File: src/rtl/dmem_arbiter.sv
// Round-robin arbiter sharing one data-memory port between the pipeline and the debug port.
// Define DMEM_ARB_PERF_EN to build the saturating performance counters; otherwise they read 0.
module dmem_arbiter #(
  parameter int unsigned LATENCY = 3
) (
  input  logic        clk,
  input  logic        reset,
  input  logic        p_req,
  input  logic        p_we,
  input  logic [31:0] p_addr,
  input  logic [31:0] p_wdata,
  output logic        p_done,
  output logic [31:0] p_rdata,
  output logic        p_stall,
  input  logic        d_req,
  input  logic        d_we,
  input  logic [31:0] d_addr,
  input  logic [31:0] d_wdata,
  output logic        d_done,
  output logic [31:0] d_rdata,
  output logic        m_re,
  output logic        m_we,
  output logic [5:0]  m_addr,
  output logic [31:0] m_wd,
  input  logic [31:0] m_rd,
  output logic        err,
  output logic        owner,
  output logic        busy,
  output logic [15:0] perf_p,
  output logic [15:0] perf_d,
  output logic [15:0] perf_conflict,
  output logic [15:0] perf_err
);

  typedef enum logic [1:0] {IDLE, ACCESS, DONE, ERR} state_e;

  localparam logic [3:0] LAT4 = 4'(LATENCY);

  state_e      state_q, state_d;
  logic [3:0]  cnt_q, cnt_d;
  logic        last_q, last_d;
  logic        owner_q, owner_d;
  logic        we_q, we_d;
  logic [5:0]  maddr_q, maddr_d;
  logic [31:0] wdata_q, wdata_d;
  logic [31:0] p_rdata_q, p_rdata_d;
  logic [31:0] d_rdata_q, d_rdata_d;

  logic        gnt_dbg;
  logic        sel_we;
  logic [31:0] sel_addr;
  logic [31:0] sel_wdata;
  logic        sel_bad;

  // last_q = 1 means debug was granted last, so the pipeline wins the next conflict
  assign gnt_dbg   = d_req & (~p_req | ~last_q);
  assign sel_we    = gnt_dbg ? d_we    : p_we;
  assign sel_addr  = gnt_dbg ? d_addr  : p_addr;
  assign sel_wdata = gnt_dbg ? d_wdata : p_wdata;
  assign sel_bad   = (sel_addr[1:0] != 2'b00) ||
                     (sel_addr >= 32'h1000_0000) ||
                     (sel_we && (sel_addr >= 32'h0000_1000) && (sel_addr < 32'h0000_2000));

  always_ff @(posedge clk or posedge reset) begin
    if (reset) begin
      state_q   <= IDLE;
      cnt_q     <= 4'd0;
      last_q    <= 1'b1;
      owner_q   <= 1'b0;
      we_q      <= 1'b0;
      maddr_q   <= 6'd0;
      wdata_q   <= 32'd0;
      p_rdata_q <= 32'd0;
      d_rdata_q <= 32'd0;
    end else begin
      state_q   <= state_d;
      cnt_q     <= cnt_d;
      last_q    <= last_d;
      owner_q   <= owner_d;
      we_q      <= we_d;
      maddr_q   <= maddr_d;
      wdata_q   <= wdata_d;
      p_rdata_q <= p_rdata_d;
      d_rdata_q <= d_rdata_d;
    end
  end

  always_comb begin
    state_d   = state_q;
    cnt_d     = cnt_q;
    last_d    = last_q;
    owner_d   = owner_q;
    we_d      = we_q;
    maddr_d   = maddr_q;
    wdata_d   = wdata_q;
    p_rdata_d = p_rdata_q;
    d_rdata_d = d_rdata_q;
    case (state_q)
      IDLE: begin
        if (p_req || d_req) begin
          owner_d = gnt_dbg;
          last_d  = gnt_dbg;
          we_d    = sel_we;
          maddr_d = sel_addr[7:2];
          wdata_d = sel_wdata;
          if (sel_bad) begin
            state_d = ERR;
          end else begin
            state_d = ACCESS;
            cnt_d   = LAT4;
          end
        end
      end
      ACCESS: begin
        cnt_d = cnt_q - 4'd1;
        if (cnt_q == 4'd1) begin
          state_d = DONE;
          if (!we_q) begin
            if (owner_q) d_rdata_d = m_rd;
            else         p_rdata_d = m_rd;
          end
        end
      end
      DONE:    state_d = IDLE;
      ERR:     state_d = IDLE;
      default: state_d = IDLE;
    endcase
  end

  always_comb begin
    m_re   = 1'b0;
    m_we   = 1'b0;
    p_done = 1'b0;
    d_done = 1'b0;
    err    = 1'b0;
    case (state_q)
      ACCESS: begin
        if (cnt_q == LAT4) begin
          m_re = ~we_q;
          m_we = we_q;
        end
      end
      DONE: begin
        p_done = ~owner_q;
        d_done = owner_q;
      end
      ERR: begin
        err    = 1'b1;
        p_done = ~owner_q;
        d_done = owner_q;
      end
      default: ;
    endcase
  end

  assign busy    = (state_q != IDLE);
  assign owner   = owner_q;
  assign m_addr  = maddr_q;
  assign m_wd    = wdata_q;
  assign p_rdata = p_rdata_q;
  assign d_rdata = d_rdata_q;
  assign p_stall = p_req & ~p_done;

`ifdef DMEM_ARB_PERF_EN
  logic [15:0] perf_p_q, perf_d_q, perf_conf_q, perf_err_q;

  always_ff @(posedge clk or posedge reset) begin
    if (reset) begin
      perf_p_q    <= 16'd0;
      perf_d_q    <= 16'd0;
      perf_conf_q <= 16'd0;
      perf_err_q  <= 16'd0;
    end else begin
      if (state_q == DONE && !owner_q && perf_p_q != 16'hFFFF) perf_p_q <= perf_p_q + 16'd1;
      if (state_q == DONE &&  owner_q && perf_d_q != 16'hFFFF) perf_d_q <= perf_d_q + 16'd1;
      if (state_q == IDLE && p_req && d_req && perf_conf_q != 16'hFFFF)
        perf_conf_q <= perf_conf_q + 16'd1;
      if (state_q == ERR && perf_err_q != 16'hFFFF) perf_err_q <= perf_err_q + 16'd1;
    end
  end

  assign perf_p        = perf_p_q;
  assign perf_d        = perf_d_q;
  assign perf_conflict = perf_conf_q;
  assign perf_err      = perf_err_q;
`else
  assign perf_p        = 16'd0;
  assign perf_d        = 16'd0;
  assign perf_conflict = 16'd0;
  assign perf_err      = 16'd0;
`endif

endmodule

File: config.mk
export PLATFORM = sky130hd
export DESIGN_NAME = dmem_arbiter
export DESIGN_NICKNAME = d
export VERILOG_FILES = /design/src/rtl/dmem_arbiter.sv
export SDC_FILE = /design/constraint.sdc
export NUM_CORES = 1
export LEC_CHECK = 0
export CAP_MARGIN = 20
export CELL_PAD_IN_SITES_DETAIL_PLACEMENT = 1
export CELL_PAD_IN_SITES_GLOBAL_PLACEMENT = 1
export CORE_UTILIZATION = 24
export DETAILED_ROUTE_END_ITERATION = 6
export GPL_TIMING_DRIVEN = 1
export HOLD_SLACK_MARGIN = 0.02
export PLACE_DENSITY = 0.8
export SYNTH_ARGS = -nofsm -noshare
export SYNTH_HDL_FRONTEND = slang
export SYNTH_SLANG_ARGS = --single-unit
File: constraint.sdc
create_clock -name clk -period 3.75 [get_ports clk]
set_input_delay 0.75 -clock clk [delete_from_list [all_inputs] [get_ports clk]]
set_output_delay 0.75 -clock clk [all_outputs]
set_load 0.005 [all_outputs]
==> reports/metrics.yaml, run 1 <==
status:
  status: "finished, final reports clean"
die:
  die_w_um: 151
  pin_count: 340
  die_h_um: 151
  dieArea_sq_mm: 0.0227
  core_area_sq_mm: 0.0218
  start_util: 0.244
  row_count: 54
layout:
  drive_above_1_share: 0.134
  final_cells: 999
  nNetsFinal: 883
  final_cell_area_sq_mm: 0.00838
  area_growth_pct: 57.8
  diodes: 0
  fillers: 2391
timing:
  relSlewSlack: 0.418
  timing.final.crit_share: 0.749
  hold_viol: 0
  fin_crit_ps: 2810
  setup_viol: 0
  fmax_mhz: 356
  worst_pin_slew_ps: 872
  finalClockSkew_ps: 13.4
  slew_viol_final: 0
  rsz0062_at_grt: "false"
  tns_ps: 0
drt:
  drtIter0Drc: 99
  firstDrtPassIters: 4
  antenna_left: 0
  wirelength_mm: 15.5
  route.detailed.drc: 0
  wl_per_cell_um: 15.5
  drt-vias-per-instance: 4.21
  vias: 4204
grt:
  grt_usage: 0.137
  grt_max_degree: 81
  grt_pass1_wl_mm: 23.6
  antenna_found_initial: 0
  grt_overflow: 0
  grt_pass1_vias: 4382
clocking:
  post_cts_buffers: 0
  tritoncts: "done"
  cts.sinks: 111
  ctsHoldBuffers: 0
  clockBufferDepth: 2
  clkTransAtPathRegs_ps: 80
  htree_levels: 3
  cts-resized-gates: 0
  cts_root_buffer: "clkbuf_16"
  cts_buffers: 9
  clock_latency_ps: 350
synth:
  yosys_warnings: 0
  synthesis.area_sq_mm: 0.00531
  seq_area_frac_synth: 0.523
  syn_inst: 451
  synth_seq_cells: 111
  synth_area_per_cell_sq_um: 11.8
  synth.distinct_cells: 43
setup_path:
  crit_arrival_ps: 2060
  timing.rr.start: "state_q[1]"
  path_class: "in2out"
  end_kind: "output port"
  cp_max_fo: 4
  required_ps: 3000
  cp-start-kind: "primary input"
  cp-startpoint: "p_req"
min_path:
  hp-start: "d_rdata[5]"
  worstHoldPathType: "reg2reg"
power:
  power_switching_mw: 1.81
  ir_worst_vdd_mv: 0.237
  swShare: 0.319
  power.density_mw_per_mm2: 678
  pwr-share-seq: 0.374
  clkPwrFrac: 0.170
  p_leak_nw: 3.51
  intPower_mw: 3.87
  power_frac_comb: 0.456
run:
  maxCapViolCount: 0
place:
  gp_congestion: 0.722
  place_area_sq_mm: 0.00808
  port_buffers: 267
  dpl.cell_count: 983
  dp_hpwl_mm: 12.0
[path summary, 6_finish.rpt]
| kind | to | slack (ps) | cells past startpoint |
|---|---|---|---|
| max | p_stall | 940 | 3 |
| min | d_rdata[5] | 500 | 1 |
| max reg2reg | d_rdata[5] | 1330 | 4 |
| min reg2reg | d_rdata[5] | 500 | 1 |
| max in group asynchronous | last_q | 2030 | 3 |
| min in group asynchronous | d_rdata[1] | 920 | 2 |
[layer usage]
layer	wire length [um]	global-route usage	share of wire
met3	1550	0.0530	0.10
met2	7760	0.234	0.50
met4	131	0.0390	0.0085
met5	0	0	0
met1	6050	0.158	0.39
[cell usage after synthesis]
master,n,area [sq um]
a211oi_1,2,15.0
a211oi_2,1,12.5
a21boi_0,1,7.51
a21oi_1,51,255
a31o_2,2,17.5
a31oi_1,1,6.26
and2_1,2,12.5
and2b_2,1,8.76
and3_4,1,11.3
and4_1,1,8.76
buf_2,13,65.1
buf_4,64,480
buf_6,3,33.8
clkbuf_1,3,11.3
conb_1,1,3.75
dfrtp_1,110,2750
dfstp_2,1,26.3
ha_1,3,37.5
inv_1,7,26.3
mux2_1,3,33.8
mux2_2,61,687
mux2i_1,38,380
nand2_1,4,15.0
nand2b_1,1,6.26
nand3_1,2,10.0
nor2_1,48,180
nor2b_1,3,18.8
nor3b_1,1,7.51
nor3b_4,1,18.8
nor4_1,3,18.8
nor4_2,1,12.5
nor4b_1,1,8.76
o21a_1,1,7.51
o21ai_0,2,10.0
o21bai_1,1,7.51
o311ai_0,1,8.76
o31a_1,1,8.76
o31ai_1,1,7.51
or2_2,1,6.26
or3_1,1,6.26
or4_1,5,37.5
or4b_2,1,10.0
xnor2_1,1,8.76
[cell usage in the layout, fill, tap and decap left out, drive strengths merged]
master / instances
dfstp: 1
a31oi: 1
or4b: 1
o311ai: 1
clkdlybuf4s50: 267
a21oi: 51
xnor2: 1
nor4: 4
inv: 10
nor4b: 1
a21boi: 1
mux2: 64
a211oi: 3
and2: 2
nor2: 48
clkbuf: 9
and2b: 1
and4: 1
or4: 5
nor3b: 2
ha: 3
nand2b: 1
conb: 64
o21ai: 2
o21bai: 1
o21a: 1
a31o: 2
or3: 1
nand2: 4
buf: 5
o31a: 1
clkinv: 4
or2: 1
nand3: 2
nor2b: 3
dfrtp: 110
o31ai: 1
and3: 1
mux2i: 38
[state kept, by name (all words and copies together) (netlist names)]
name and count:
we_q 1, owner 1, cnt_q 4, last_q 1
state_q 2, p_rdata 32, m_wd 32, m_addr 6
d_rdata 32
[critical path, cell delays in order]
cell and delay (ps):
clkdlybuf4s50_1 620, nor2b_1 160, clkdlybuf4s50_1 520
[metrics by stage]
| step | setup slack, ps | util | hold slack [ps] | total power, mW |
|---|---|---|---|---|
| finish | 943 | 0.385 | 499 | 5.68 |
| CTS | 922 | 0.385 | 508 | 5.82 |
| global placement | 922 | 0.371 | 474 | 4.68 |
| global route | 869 | 0.385 | 518 | 6.14 |
| detailed placement | 915 | 0.371 | 490 | 4.80 |
| floorplan | 71.0 | - | 483 | 3.19 |
[power by group through the flow]
stage / clock (mW) / sequential [mW] / combinational [mW]
CTS: 1.02 / 2.14 / 2.65
finish: 0.966 / 2.12 / 2.59
floorplan: 0 / 2.14 / 1.05
global route: 1.06 / 2.21 / 2.87
global placement: 0 / 2.11 / 2.57
detailed placement: 0 / 2.16 / 2.64
[final cells by class]
| type | count | area (sq um) | share of cell area |
|---|---|---|---|
| Clock inverter | 7 | 75.1 | 0.00896 |
| Tap cell | 280 | 350 | 0.0418 |
| Timing Repair Buffer | 272 | 2750 | 0.328 |
| Sequential cell | 111 | 2780 | 0.332 |
| Clock buffer | 9 | 225 | 0.0269 |
| Multi-Input combinational cell | 313 | 2170 | 0.259 |
| Inverter | 7 | 28.8 | 0.00343 |
[cells by family after synthesis]
family | share of synthesized area
AO/OA/AOI/OAI | 0.0686
XOR/XNOR | 0.00165
adder cells (fa/ha/maj) | 0.00707
buffers and inverters | 0.116
flip-flops | 0.523
multiplexers | 0.207
other | 0.000706
AND/OR/NAND/NOR | 0.0750
No activity file was read; power rests on OpenSTA's default activity.
==> inputs of run 2 (changes only) <==
CORE_UTILIZATION = 27   (was 24)
PLACE_DENSITY = 0.85   (was 0.8)
clock period = 2.9 ns   (was 3.75 ns; I/O delays follow)
==> run 2 against run 1 <==
Compared with the run above:
- count of clock-buffer cells in the layout did not move
- first-iteration DRC count fell by 20%
- die area shrank 11%
- largest cell class unchanged
==> reports/metrics.yaml, run 2 (synthesis gave the netlist of run 1 again) <==
setup_path:
  path_cells: "and2b_2 > nand3_1 > nor2_1 > clkdlybuf4s50_1"  # was clkdlybuf4s50_1 > nor2b_1 > clkdlybuf4s50_1
  cp_max_fo: 8  # was 4
  cp-startpoint: "state_q[1]"  # was p_req
  r2r_end: "p_rdata[4]"  # was d_rdata[5]
  reg2regPathDepth: 5  # was 4
  end_kind: "output port"  # unchanged
  path_buf_inv: 1  # was 2
  crit_family: "simple AND/OR/NAND/NOR gates"  # was buffers and inverters
  cp_slowest_stage_delay_ps: 530  # was 620 ps
  timing.rr.start: "state_q[1]"  # unchanged
  path_class: "reg2out"  # was in2out
  rrSetupSlack_ps: 730  # was 1330 ps
  critPathSlowestCell: "clkdlybuf4s50_1"  # unchanged
  crit_arrival_ps: 1930  # was 2060 ps
  cp-start-kind: "register"  # was primary input
  required_ps: 2320  # was 3000 ps
place:
  port_buffers: 267  # unchanged
  dpl.cell_count: 967  # was 983
  dp_hpwl_mm: 11.9  # was 12.0 mm
  preCtsSetupSlack_ps: 323  # was 915 ps
  gp_congestion: 0.720  # was 0.722
  place_area_sq_mm: 0.00808  # about the same
status:
  status: "finished, final reports clean"  # unchanged
timing:
  finalClockSkew_ps: 9.81  # was 13.4 ps
  rsz0062_at_grt: "false"  # unchanged
  hold_viol: 0  # unchanged
  setup_viol: 0  # unchanged
  fmax_mhz: 398
  fin_crit_ps: 2510
  worst_pin_slew_ps: 602  # was 872 ps
  timing.final.crit_share: 0.865
  hold_ws_ps: 485  # was 499 ps
  tns_ps: 0  # unchanged
  slew_viol_final: 0  # unchanged
  fin_ws_ps: 390  # was 943 ps
  relSlewSlack: 0.599  # was 0.418
drt:
  antenna_left: 0  # unchanged
  wl_per_cell_um: 15.4  # was 15.5 um
  drtIter0Drc: 79  # was 99
  vias: 4211  # was 4,204
  drt-vias-per-instance: 4.28  # was 4.21
  route.detailed.drc: 0  # unchanged
  wirelength_mm: 15.1  # was 15.5 mm
  firstDrtPassIters: 4  # unchanged
grt:
  grt_pass1_vias: 4469  # was 4,382
  grt_usage: 0.152  # was 0.137
  antenna_found_initial: 0  # unchanged
  grt_pass1_wl_mm: 23.7  # was 23.6 mm
  grt_max_degree: 112  # was 81
  grt_overflow: 0  # unchanged
min_path:
  holdPathStages: 1  # unchanged
  worstHoldPathType: "reg2reg"  # unchanged
  hp-start: "p_rdata[23]"  # was d_rdata[5]
  min_to: "p_rdata[23]"  # was d_rdata[5]
clocking:
  clockBufferDepth: 2  # unchanged
  cts-resized-gates: 0  # unchanged
  tritoncts: "done"  # unchanged
  cts_buffers: 9  # unchanged
  post_cts_buffers: 0  # unchanged
  ctsHoldBuffers: 0  # unchanged
  clkTransAtPathRegs_ps: 80  # about the same
  clock_latency_ps: 350  # about the same
  htree_levels: 3  # unchanged
  cts_root_buffer: "clkbuf_16"  # unchanged
  cts.sinks: 111  # unchanged
power:
  power.density_mw_per_mm2: 881  # was 678 mW/mm^2
  clkPwrFrac: 0.171  # was 0.170
  power_mw: 7.39  # was 5.68 mW
  intPower_mw: 5.03  # was 3.87 mW
  power_frac_comb: 0.458  # was 0.456
  pwr-share-seq: 0.371  # was 0.374
  power_switching_mw: 2.35  # was 1.81 mW
  ir_worst_vdd_mv: 0.298  # was 0.237 mV
  swShare: 0.319  # about the same
  p_leak_nw: 3.52  # was 3.51 nW
layout:
  layout_common_cells: "clkdlybuf4s50_1, dfrtp_1, conb_1"  # unchanged
  final_cells: 983  # was 999
  register_area_sq_mm: 0.00278  # unchanged
  utilization: 0.441  # was 0.385
  final_cell_area_sq_mm: 0.00839  # was 0.00838 sq mm
  diodes: 0  # unchanged
  fillers: 2110  # was 2,391
  area_growth_pct: 58.0  # was 57.8%
  drive_above_1_share: 0.137  # was 0.134
  nNetsFinal: 887  # was 883
  final_common_cell: "clkdlybuf4s50_1"  # unchanged
  multi_input_area_sq_mm: 0.00217  # about the same
die:
  die_w_um: 142  # was 151 um
  start_util: 0.279  # was 0.244
  core_area_sq_mm: 0.0190  # was 0.0218 sq mm
  die_h_um: 142  # was 151 um
  pin_count: 340  # unchanged
  row_count: 50  # was 54
  dieArea_sq_mm: 0.0202  # was 0.0227 sq mm
run:
  maxCapViolCount: 0  # unchanged
[run 2: worst max-delay path by stage]
stage                endpoint  cells after the start
finish                   m_re                      4
CTS                      m_re                      4
floorplan            cnt_q[0]                      1
global route             m_re                      4
detailed placement  m_addr[1]                      6
global placement    m_addr[0]                      6
[run 2: area by class of cell]
class | instances | share of cell area
inverter | 7 | 0.00358
multi-input combinational | 313 | 0.259
tap | 260 | 0.0388
clock inverter | 7 | 0.00955
sequential | 111 | 0.331
timing repair buffer | 276 | 0.331
clock buffer | 9 | 0.0269
[run 2: power groups by stage]
stage	clock, mW	sequential [mW]	combinational, mW
floorplan	0	2.76	1.36
global placement	0	2.73	3.32
detailed placement	0	2.78	3.43
CTS	1.33	2.76	3.44
global route	1.38	2.84	3.71
finish	1.27	2.74	3.38
[run 2: metal layers]
metal | vias to the layer above | share of wire | global-route usage
li1 | 1964 | - | -
met1 | 2033 | 0.38 | 0.164
met2 | 201 | 0.51 | 0.274
met3 | 13 | 0.095 | 0.0525
met4 | 0 | 0.017 | 0.0555
met5 | - | 0 | 0
